==> config.mk <==
export PLATFORM = sky130hd
export DESIGN_NAME = countdown_timer
export DESIGN_NICKNAME = d
export VERILOG_FILES = /design/src/rtl/countdown_timer.sv
export SDC_FILE = /design/constraint.sdc
export NUM_CORES = 1
export LEC_CHECK = 0
export BUFFER_PORTS_ARGS = -buffer_cell sky130_fd_sc_hd__buf_2
export CORE_ASPECT_RATIO = 1.2
export CORE_MARGIN = 3
export CORE_UTILIZATION = 50
export DETAILED_ROUTE_END_ITERATION = 8
export PLACE_DENSITY = 0.69
export SYNTH_ARGS = -nofsm -noshare
export SYNTH_HDL_FRONTEND = slang
export SYNTH_SLANG_ARGS = --single-unit
==> constraint.sdc <==
create_clock -name clk -period 3.6 [get_ports clk]
set_clock_uncertainty 0.1 [all_clocks]
set_input_delay 1.08 -clock clk [delete_from_list [all_inputs] [get_ports clk]]
set_output_delay 1.08 -clock clk [all_outputs]
set_load 0.01 [all_outputs]
==> src/rtl/countdown_timer.sv <==
// Purpose : microwave time entry (BCD 0:00..9:59) and per-second countdown engine.
// Latency : outputs registered; digit/state changes visible one cycle after the causing edge.
// Backpr. : none; strobes are sampled every cycle and ignored when not applicable.
//
// Ports:
//   clk          system clock, rising edge
//   rst_n        synchronous active-low reset
//   digit_in     BCD keypad digit, qualified by digit_valid
//   digit_valid  one-cycle strobe for digit_in
//   start        one-cycle strobe: start from IDLE, resume from PAUSE
//   stop         one-cycle strobe: pause from RUN, clear from IDLE/PAUSE
//   seconds_ones BCD seconds units (0-9)
//   seconds_tens BCD seconds tens (0-5)
//   minutes      BCD minutes (0-9)
//   running      high while counting down
//   done         one-cycle pulse when the countdown reaches 0:00
module countdown_timer #(
    parameter int TICKS_PER_SEC = 50000000,
    parameter int PRESC_W       = 26
) (
    input  logic       clk,
    input  logic       rst_n,
    input  logic [3:0] digit_in,
    input  logic       digit_valid,
    input  logic       start,
    input  logic       stop,
    output logic [3:0] seconds_ones,
    output logic [3:0] seconds_tens,
    output logic [3:0] minutes,
    output logic       running,
    output logic       done
);

    typedef enum logic [1:0] {
        S_IDLE,
        S_RUN,
        S_PAUSE,
        S_DONE
    } state_t;

    localparam logic [PRESC_W-1:0] PRESC_LAST = PRESC_W'(TICKS_PER_SEC - 1);

    state_t             state_q, state_d;
    logic [PRESC_W-1:0] presc_q, presc_d;
    logic [3:0]         so_q, so_d;
    logic [3:0]         st_q, st_d;
    logic [3:0]         mn_q, mn_d;
    logic               running_q;
    logic               done_q;

    logic time_zero;
    logic last_sec;
    logic tick;

    assign time_zero = (mn_q == 4'd0) && (st_q == 4'd0) && (so_q == 4'd0);
    // The coming decrement lands on 0:00.
    assign last_sec  = (mn_q == 4'd0) && (st_q == 4'd0) && (so_q == 4'd1);
    assign tick      = (presc_q == PRESC_LAST);

    always_comb begin
        state_d = state_q;
        presc_d = presc_q;
        so_d    = so_q;
        st_d    = st_q;
        mn_d    = mn_q;

        case (state_q)
            S_IDLE: begin
                // stop > start > digit; a digit arriving with either strobe is dropped.
                if (stop) begin
                    so_d = 4'd0;
                    st_d = 4'd0;
                    mn_d = 4'd0;
                end else if (start) begin
                    if (!time_zero) begin
                        state_d = S_RUN;
                        presc_d = '0;
                    end
                end else if (digit_valid && (digit_in <= 4'd9) && (so_q <= 4'd5)) begin
                    // Shift in from the right; a units digit above 5 would become an
                    // illegal tens digit, so such shifts are refused.
                    mn_d = st_q;
                    st_d = so_q;
                    so_d = digit_in;
                end
            end

            S_RUN: begin
                if (tick) begin
                    // The decrement applies even when stop arrives on the same edge.
                    presc_d = '0;
                    if (so_q != 4'd0) begin
                        so_d = so_q - 4'd1;
                    end else if (st_q != 4'd0) begin
                        so_d = 4'd9;
                        st_d = st_q - 4'd1;
                    end else begin
                        so_d = 4'd9;
                        st_d = 4'd5;
                        mn_d = mn_q - 4'd1;
                    end
                end else if (!stop) begin
                    presc_d = presc_q + PRESC_W'(1);
                end

                if (stop) begin
                    state_d = S_PAUSE;
                end else if (tick && last_sec) begin
                    state_d = S_DONE;
                end
            end

            S_PAUSE: begin
                if (stop) begin
                    so_d    = 4'd0;
                    st_d    = 4'd0;
                    mn_d    = 4'd0;
                    state_d = S_IDLE;
                end else if (start && !time_zero) begin
                    // A pause that landed on 0:00 cannot resume: counting from zero
                    // would underflow the minutes digit.
                    state_d = S_RUN;
                end
            end

            S_DONE: begin
                so_d    = 4'd0;
                st_d    = 4'd0;
                mn_d    = 4'd0;
                state_d = S_IDLE;
            end

            default: begin
                state_d = S_IDLE;
            end
        endcase
    end

    always_ff @(posedge clk) begin
        if (!rst_n) begin
            state_q   <= S_IDLE;
            presc_q   <= '0;
            so_q      <= 4'd0;
            st_q      <= 4'd0;
            mn_q      <= 4'd0;
            running_q <= 1'b0;
            done_q    <= 1'b0;
        end else begin
            state_q   <= state_d;
            presc_q   <= presc_d;
            so_q      <= so_d;
            st_q      <= st_d;
            mn_q      <= mn_d;
            // Status flags follow the state being entered so they line up with it.
            running_q <= (state_d == S_RUN);
            done_q    <= (state_d == S_DONE);
        end
    end

    assign seconds_ones = so_q;
    assign seconds_tens = st_q;
    assign minutes      = mn_q;
    assign running      = running_q;
    assign done         = done_q;

endmodule
* Word-level counts from Yosys, hierarchy flattened *
Cells that the tools add are included.

word-level totals
  output and inout port bits = 14
  register bits = 42
  logic and storage cells = 84

operators by class
  reduce and logical (&&, ||, !) cells = 19
  add/sub/neg operators = 4
  multiplexer cells = 35
  equal/unequal tests = 17
  $lt $le $gt $ge = 2

operators by type and width
  operator                                                                          number
  26-bit 2-to-1 mux                                                                 5
  4-bit 2-to-1 mux                                                                  18
  26-bit one-hot mux with 2 select lines                                            1
  4-bit one-hot mux with 4 select lines                                             3
  26-bit by 1-bit adder with 26-bit output, second input constant                   1
  26-bit == test, second input constant                                             1
  2-bit 2-to-1 mux                                                                  7
  2-bit != test, second input constant                                              7
  4-bit zero test                                                                   3
  4-bit by 1-bit subtractor with 4-bit output, second input constant                3
  5-bit AND reduction                                                               2
  3-bit != test, second input constant                                              3
  2-bit one-hot mux with 4 select lines                                             1
  4-bit nonzero test                                                                2
  1-bit logical AND                                                                 7
  2-bit == test, second input constant                                              3
  6-bit AND reduction                                                               1
  2-bit by 1-bit == test with 1-bit output, second input constant                   2
  4-bit by 1-bit == test with 1-bit output, second input constant                   1
  4-bit by 3-bit less-or-equal comparator with 1-bit output, second input constant  1
  4-bit less-or-equal comparator, second input constant                             1
  4-bit AND reduction                                                               1
  2-bit zero test                                                                   1
  2-bit nonzero test                                                                1
  1-bit zero test                                                                   1

* Longest topological paths before layout *
Gate-level depths: netlist of run 1.

  word-level depth = 9
  depth in mapped cells = 10
  gate-level depth less buffers = 8

* Worst setup path before layout of run 1 *
OpenSTA, ideal clock, no wires.

  kind = input to register
  start = in stop
  end = reg mn_q[3], in the netlist minutes[3]
  setup time = 0.130 ns
  data required time = 3.370 ns
  data arrival time = 2.392 ns
  slack = 0.978 ns
  path buffers = 2
  cell stages on the path = 6
  path through = clkbuf_1 a311oi_1 or3_1 clkbuf_1 nor2b_1 nor3_2

between the ends
  word-level cells in the longest chain between the ends = 2

RTL lines
  element                                                                                        line  text
  start: declaration                                                                             26    input logic stop,
  3-bit != test (no line) (tied with other cells)                                                n/a
  6-bit AND reduction (no line) / 4-bit one-hot mux with 4 select lines (equally long branches)  n/a
  end signal: assignment                                                                         153   mn_q <= mn_d;
  end: declaration                                                                               47    logic [3:0] mn_q, mn_d;

Several ways; a longest one is shown, not always the timed one.
A chain may end at the register's enable or synchronous reset.

* Worst setup path in the final report of run 1 *
  start = reg presc_q[17]
  end = reg presc_q[7]

between the ends
  word-level cells in the longest chain between the ends = 3

RTL lines
  element                                                                                         line  text
  start: declaration                                                                              44    logic [PRESC_W-1:0] presc_q, presc_d;
  start signal: assignment                                                                        150   presc_q <= presc_d;
  26-bit == test (*)                                                                              58    assign tick = (presc_q == PRESC_LAST);
  3-bit != test (no line) / 26-bit 2-to-1 mux (equally long branches)                             n/a
  5-bit AND reduction (no line) / 26-bit one-hot mux with 2 select lines (equally long branches)  n/a

Every way passes the cells marked *; elsewhere a longest branch is shown, timed or not.

==> results.md, run 1 <==
* DR vias at about 2400
* Average wire per standard cell at 15.8 um
* NumNets Final at roughly 350
* Worst slew margin at 0.422
* DP HPWL at roughly 4.3 mm
* Fin crit period at between 2 and 3 ns
* PnR worst setup slack at roughly 0.66 ns
* Port Buffers at 22
* Crit path DAT at 3.06 ns
* Post-synthesis xor/xnor area fraction at 0.0108
* Worst-Skew Late Latency at 0.30 ns
* DIE AREA at ~5800 um^2
* Die Ht at 82.5 um
* Post-CTS sizing at 0
* Top_reg_cell synth: dfxtp_1
* Worst VDD drop at about 0.18 mV
* Post-Synth Adder-Cell Area at 0.0308
* Syn_area_per_cell at 7.67 um^2
* Register area share after synthesis at 0.345
* Post-synth top area share at 0.345
* RSZ-0062 raised after global routing: no
* DR pass1 iterations at 4
* Ant diodes at 0
* Max clock buf depth at 2
* CP Launch Type: register
* Reg2reg setup slack at 0.66 ns
* Worst Setup End Kind: register
* Total gr overflow at 0
* FFs w/ async S/R, synth at 0
* Post-synth top cells: dfxtp_1 (42), a21oi_1 (33), nor2_1 (30)
* # DRC at 0
* CTS tree: yes
* Antenna violations before repair at 0
* Die X at 69.8 um
* Largest area contributor in the netlist: dfxtp_1
* Core area at 4660 um^2
* Worst slack, placed at 0.693 ns
* Final hold vios at 0
* Initial Util at 0.523
* H-tree depth at 2
* Vias in the first global route at 2280
* Antenna Violating Nets Remaining at 0
* Setup tns final at 0 ns
* Hold Buf Count CTS at 0
* Worst-Margin Slew at roughly 0.86 ns
* Placer Congestion at about 0.8
* Main combinational cell family by area after synthesis: simple AND/OR/NAND/NOR gates
* Required @ worst endpoint at ~3.7 ns
* Drt initial violations at 180
* CP max FO at 25
* Setup CP Type: reg -> reg
* Layout overhead on the synthesized area at 8.72%
* Setup violators final at 0
* Global-route wire length before repair at 10.6 mm
* Ranking of synthesized cells by area: dfxtp_1 (34%), a21oi_1 (6.8%), nor2_1 (4.6%)
* Number of synthesis warnings at 0
* Layout cells sized above 1 at 0.130
* Largest net degree at the start of global routing at 26
* Most frequent cell after synthesis: dfxtp_1
* Synth Area in Compound Gates at 0.242
* Synthesized area at around 2400 um^2
* #FFs+latches synth at 42
* Row count at 27
* Post-synthesis mux area share at 0
* Synthesized instance count at 318
* # clock sinks at 42
* Area share of and/or/nand/nor cells after synthesis at 0.324
* Final Max Tran Viols at 0
* # IOs at 23
* Peak Freq at 340 MHz
* Post-synth EDFFs at 0
* Max cap viols at 0
* Root Driver: clkbuf_8
* Vias per std cell at 6.16
* Worst hold path type: reg -> reg
* Total track usage at 0.224
* Status: finished clean
* Post-CTS setup buffers at 0
* Leak Pwr at 0.950 nW
* Number of buffers created by CTS at 5
* PwrDens at 384 nW/um^2
* Netlist cell types at 52
* Mapped Nets at 333
* Clock-pin slew on the worst setup and hold paths at roughly 0.08 ns
* Final cycle utilization of the critical path at 0.816
* Routed WL at between 6 and 7 mm
state kept, by name, indices dropped and copies added, names as in the netlist:
name / cells
done: 1
minutes: 4
running: 1
presc_q: 26
seconds_tens: 4
seconds_ones: 4
state_q: 2
worst max-delay path: stages (launching register included):
cell,delay [ns]
dfxtp_1,0.46
or4b_4,0.51
nor4_4,0.44
nand2_2,0.11
o21a_1,0.50
or4_1,0.62
a21oi_1,0.14
power by group:
part           total [mW]  internal (mW)  switching (mW)
clock network       0.290          0.134           0.157
logic               0.222         0.0845           0.137
registers           0.507          0.482          0.0245
total                1.02          0.700           0.318
metal layers:
metal,wire (um),GRT usage,vias to the layer above,share of wire
li1,-,-,1210,-
met1,2700,0.266,1124,0.44
met2,3120,0.407,55,0.51
met3,273,0.0351,6,0.044
met4,59,0.0900,0,0.0096
met5,0,0,-,0
final timing paths:
path               start    endpoint  cells after the start
max          presc_q[17]  presc_q[7]                      6
min reg2reg   presc_q[1]  presc_q[1]                      2
max reg2reg  presc_q[17]  presc_q[7]                      6
min           presc_q[1]  presc_q[1]                      2
through the flow:
stage	cells	power (mW)	util	area, um^2	hold WS [ns]
3_5_place_dp	382	0.739	0.553	2580	0.363
3_3_place_gp	382	0.735	0.553	2580	0.356
4_1_cts	389	1.03	0.569	2650	0.374
5_1_grt	389	1.08	0.569	2650	0.406
2_1_floorplan	318	0.673	-	2440	0.344
6_report	389	1.02	0.569	2650	0.375
cell families after synthesis:
kind of cell	after synthesis
AOI/OAI and AO/OA	95
xor gates and xnor gates	3
adders and majority gates	6
buffers and inverters	31
DFF	42
and+or+nand+nor	141
placed cells by master (no fill, tap or decap), types with 5 or more instances in the layout:
master / n
a211oi_1: 8
a21oi_1: 33
a31oi_1: 10
buf_2: 22
clkbuf_8: 5
dfxtp_1: 42
ha_1: 6
inv_1: 11
nand2_1: 26
nand3_1: 15
nand4_1: 9
nor2_1: 30
nor3_1: 11
o21ai_0: 20
or3_1: 6
final cells by class:
class | instances | area (um^2)
clock buffers | 7 | 76.3
fillers | 456 | 2010
inverters | 11 | 41.3
repair buffers | 26 | 140
multi-input cells | 245 | 1480
flip-flops and latches | 42 | 841
well taps | 58 | 72.6
(Power assumes the default switching activity.)
==> run 2, diff against run 1 <==
==> constraint.sdc (replaced) <==
create_clock -name clk -period 2.88 [get_ports clk]
set_clock_uncertainty 0.1 [all_clocks]
set_input_delay 0.864 -clock clk [delete_from_list [all_inputs] [get_ports clk]]
set_output_delay 0.864 -clock clk [all_outputs]
set_load 0.01 [all_outputs]
==> run 2 against run 1 <==
  * Combinational power up 33%
  * Sequential power up 25%
  * Non-clock buffer count up 8
  * Largest power group unchanged
  * Sequential share of layout area down 0.87 points
  * Global-route usage up 1.0 points
  * Clock-buffer cell count unchanged
  * Sequential cell count unchanged
  * Via count up 3.5%
==> results.md, run 2 (synthesis gave the netlist of run 1 again) <==
* Status: finished clean
* Ant diodes at 0
* Largest net degree at the start of global routing at 21
* Hold Buf Count CTS at 0
* Worst hold path type: reg -> reg
* DR vias at 2479
* Slowest CP cell: or4b_4
* Required @ worst endpoint at 2.96 ns
* Setup CP Type: reg -> reg
* Vias per std cell at ~6.2
* Port Buffers at 22
* Layout cells sized above 1 at 0.156
* Commonest non-fill, non-tap cell in the layout: dfxtp_1
* Root Driver: clkbuf_8
* Buf/Inv on CP at 0
* # IOs at 23
* Post-CTS sizing at 0
* Drt initial violations at approximately 160
* Placer Congestion at a little under 0.9
* Clock-pin slew on the worst setup and hold paths at 0.08 ns
* DIE AREA at around 5800 um^2
* Peak Freq at 377 MHz
* Number of buffers created by CTS at 5
* Antenna violations before repair at 0
* Most frequent cells in the layout: dfxtp_1 (42), a21oi_1 (33), nor2_1 (30)
* DP HPWL at 4.63 mm
* Worst hold path depth at 2
* Post-CTS setup buffers at 0
* Total track usage at 0.234
* CP max FO at 8
* Worst-Margin Slew at 0.504 ns
* Core area at 4660 um^2
* Die X at approximately 70 um
* Worst slew margin at 0.663
* CP Launch Type: register
* Setup violators final at 0
* Global-route wire length before repair at 10.9 mm
* NumNets Final at 354
* Final core utilization at 0.585
* Initial Util at 0.523
* Vias in the first global route at between 2000 and 2500
* Row count at 27
* WP depth at 6
* PwrDens at 486 nW/um^2
* Non-filler cells, final at roughly 400
* CP max stage delay at 0.51 ns
* CTS tree: yes
* Total gr overflow at 0
* H-tree depth at 2
* Largest Register: presc_q
* # clock sinks at 42
* CP cell instances: or4b_4 -> nor4_4 -> a21oi_2 -> or3_1 -> a221oi_1 -> nor3_2
* Worst Setup End Kind: register
* Max clock buf depth at 2
* # fillers at around 450
* Average wire per standard cell at about 16 um
* Max cap viols at 0
* Final hold vios at 0
* RSZ-0062 raised after global routing: no
* Worst VDD drop at 0.245 mV
* Dpl cells at slightly below 400
* Routed WL at 6.43 mm
* Layout overhead on the synthesized area at 11.8%
* Worst-Skew Late Latency at approximately 0.30 ns
* Fin crit period at 2.65 ns
* Crit path DAT at 2.74 ns
* DR pass1 iterations at 4
* # DRC at 0
* Largest register FFs at 26
* Antenna Violating Nets Remaining at 0
* Worst Reg-to-Reg Cells at 6
* Setup tns final at 0 ns
* Crit path max-delay family: simple AND/OR/NAND/NOR gates
* Final cycle utilization of the critical path at 0.921
* Die Ht at 82.5 um
* Leak Pwr at ~1.0 nW
* Final Max Tran Viols at 0
[run 2: changes by cell type in the layout (fill, tap and decap cells not counted), sizes merged]
cell,delta
clkinv,+1
buf,+8
[run 2: area by class of cell]
class                   instances  area [um^2]  share of cell area
well taps                      58         72.6              0.0266
clock inverters                 1         5.00             0.00183
flip-flops and latches         42          841               0.308
repair buffers                 34          200              0.0734
inverters                      11         41.3              0.0151
clock buffers                   7         86.3              0.0317
multi-input cells             245         1480               0.543
[run 2: final timing paths]
check | start | endpoint | slack, ns
setup / recovery | presc_q[17] | minutes[3] | 0.23
hold / removal | presc_q[1] | presc_q[1] | 0.38
setup reg to reg | presc_q[17] | minutes[3] | 0.23
hold reg to reg | presc_q[1] | presc_q[1] | 0.38
[run 2: power by group]
part	leakage, nW	switching (mW)	total [mW]	internal [mW]
Combinational	0.609	0.178	0.295	0.117
Clock	0.0482	0.205	0.398	0.194
Sequential	0.341	0.0309	0.634	0.603
[run 2: per-stage QoR]
| step | setup slack, ns | instance area [um^2] | hold slack (ns) | power (mW) |
|---|---|---|---|---|
| floorplan | 0.400 | 2440 | 0.344 | 0.841 |
| global placement | 0.347 | 2640 | 0.361 | 0.937 |
| detailed placement | 0.280 | 2640 | 0.366 | 0.941 |
| CTS | 0.243 | 2730 | 0.376 | 1.34 |
| global route | 0.0680 | 2730 | 0.415 | 1.39 |
| finish | 0.227 | 2730 | 0.385 | 1.33 |
[run 2: metal layers]
metal | GRT usage | share of wire
met5 | 0 | 0
met4 | 0.117 | 0.034
met3 | 0.0339 | 0.038
met2 | 0.432 | 0.50
met1 | 0.266 | 0.43
[run 2: worst reg2reg max path, delay by kind of cell (launching register included)]
kind	cells	cell delay (ns)
flops	1	0.45
compound gates	2	0.44
simple gates	4	1.54
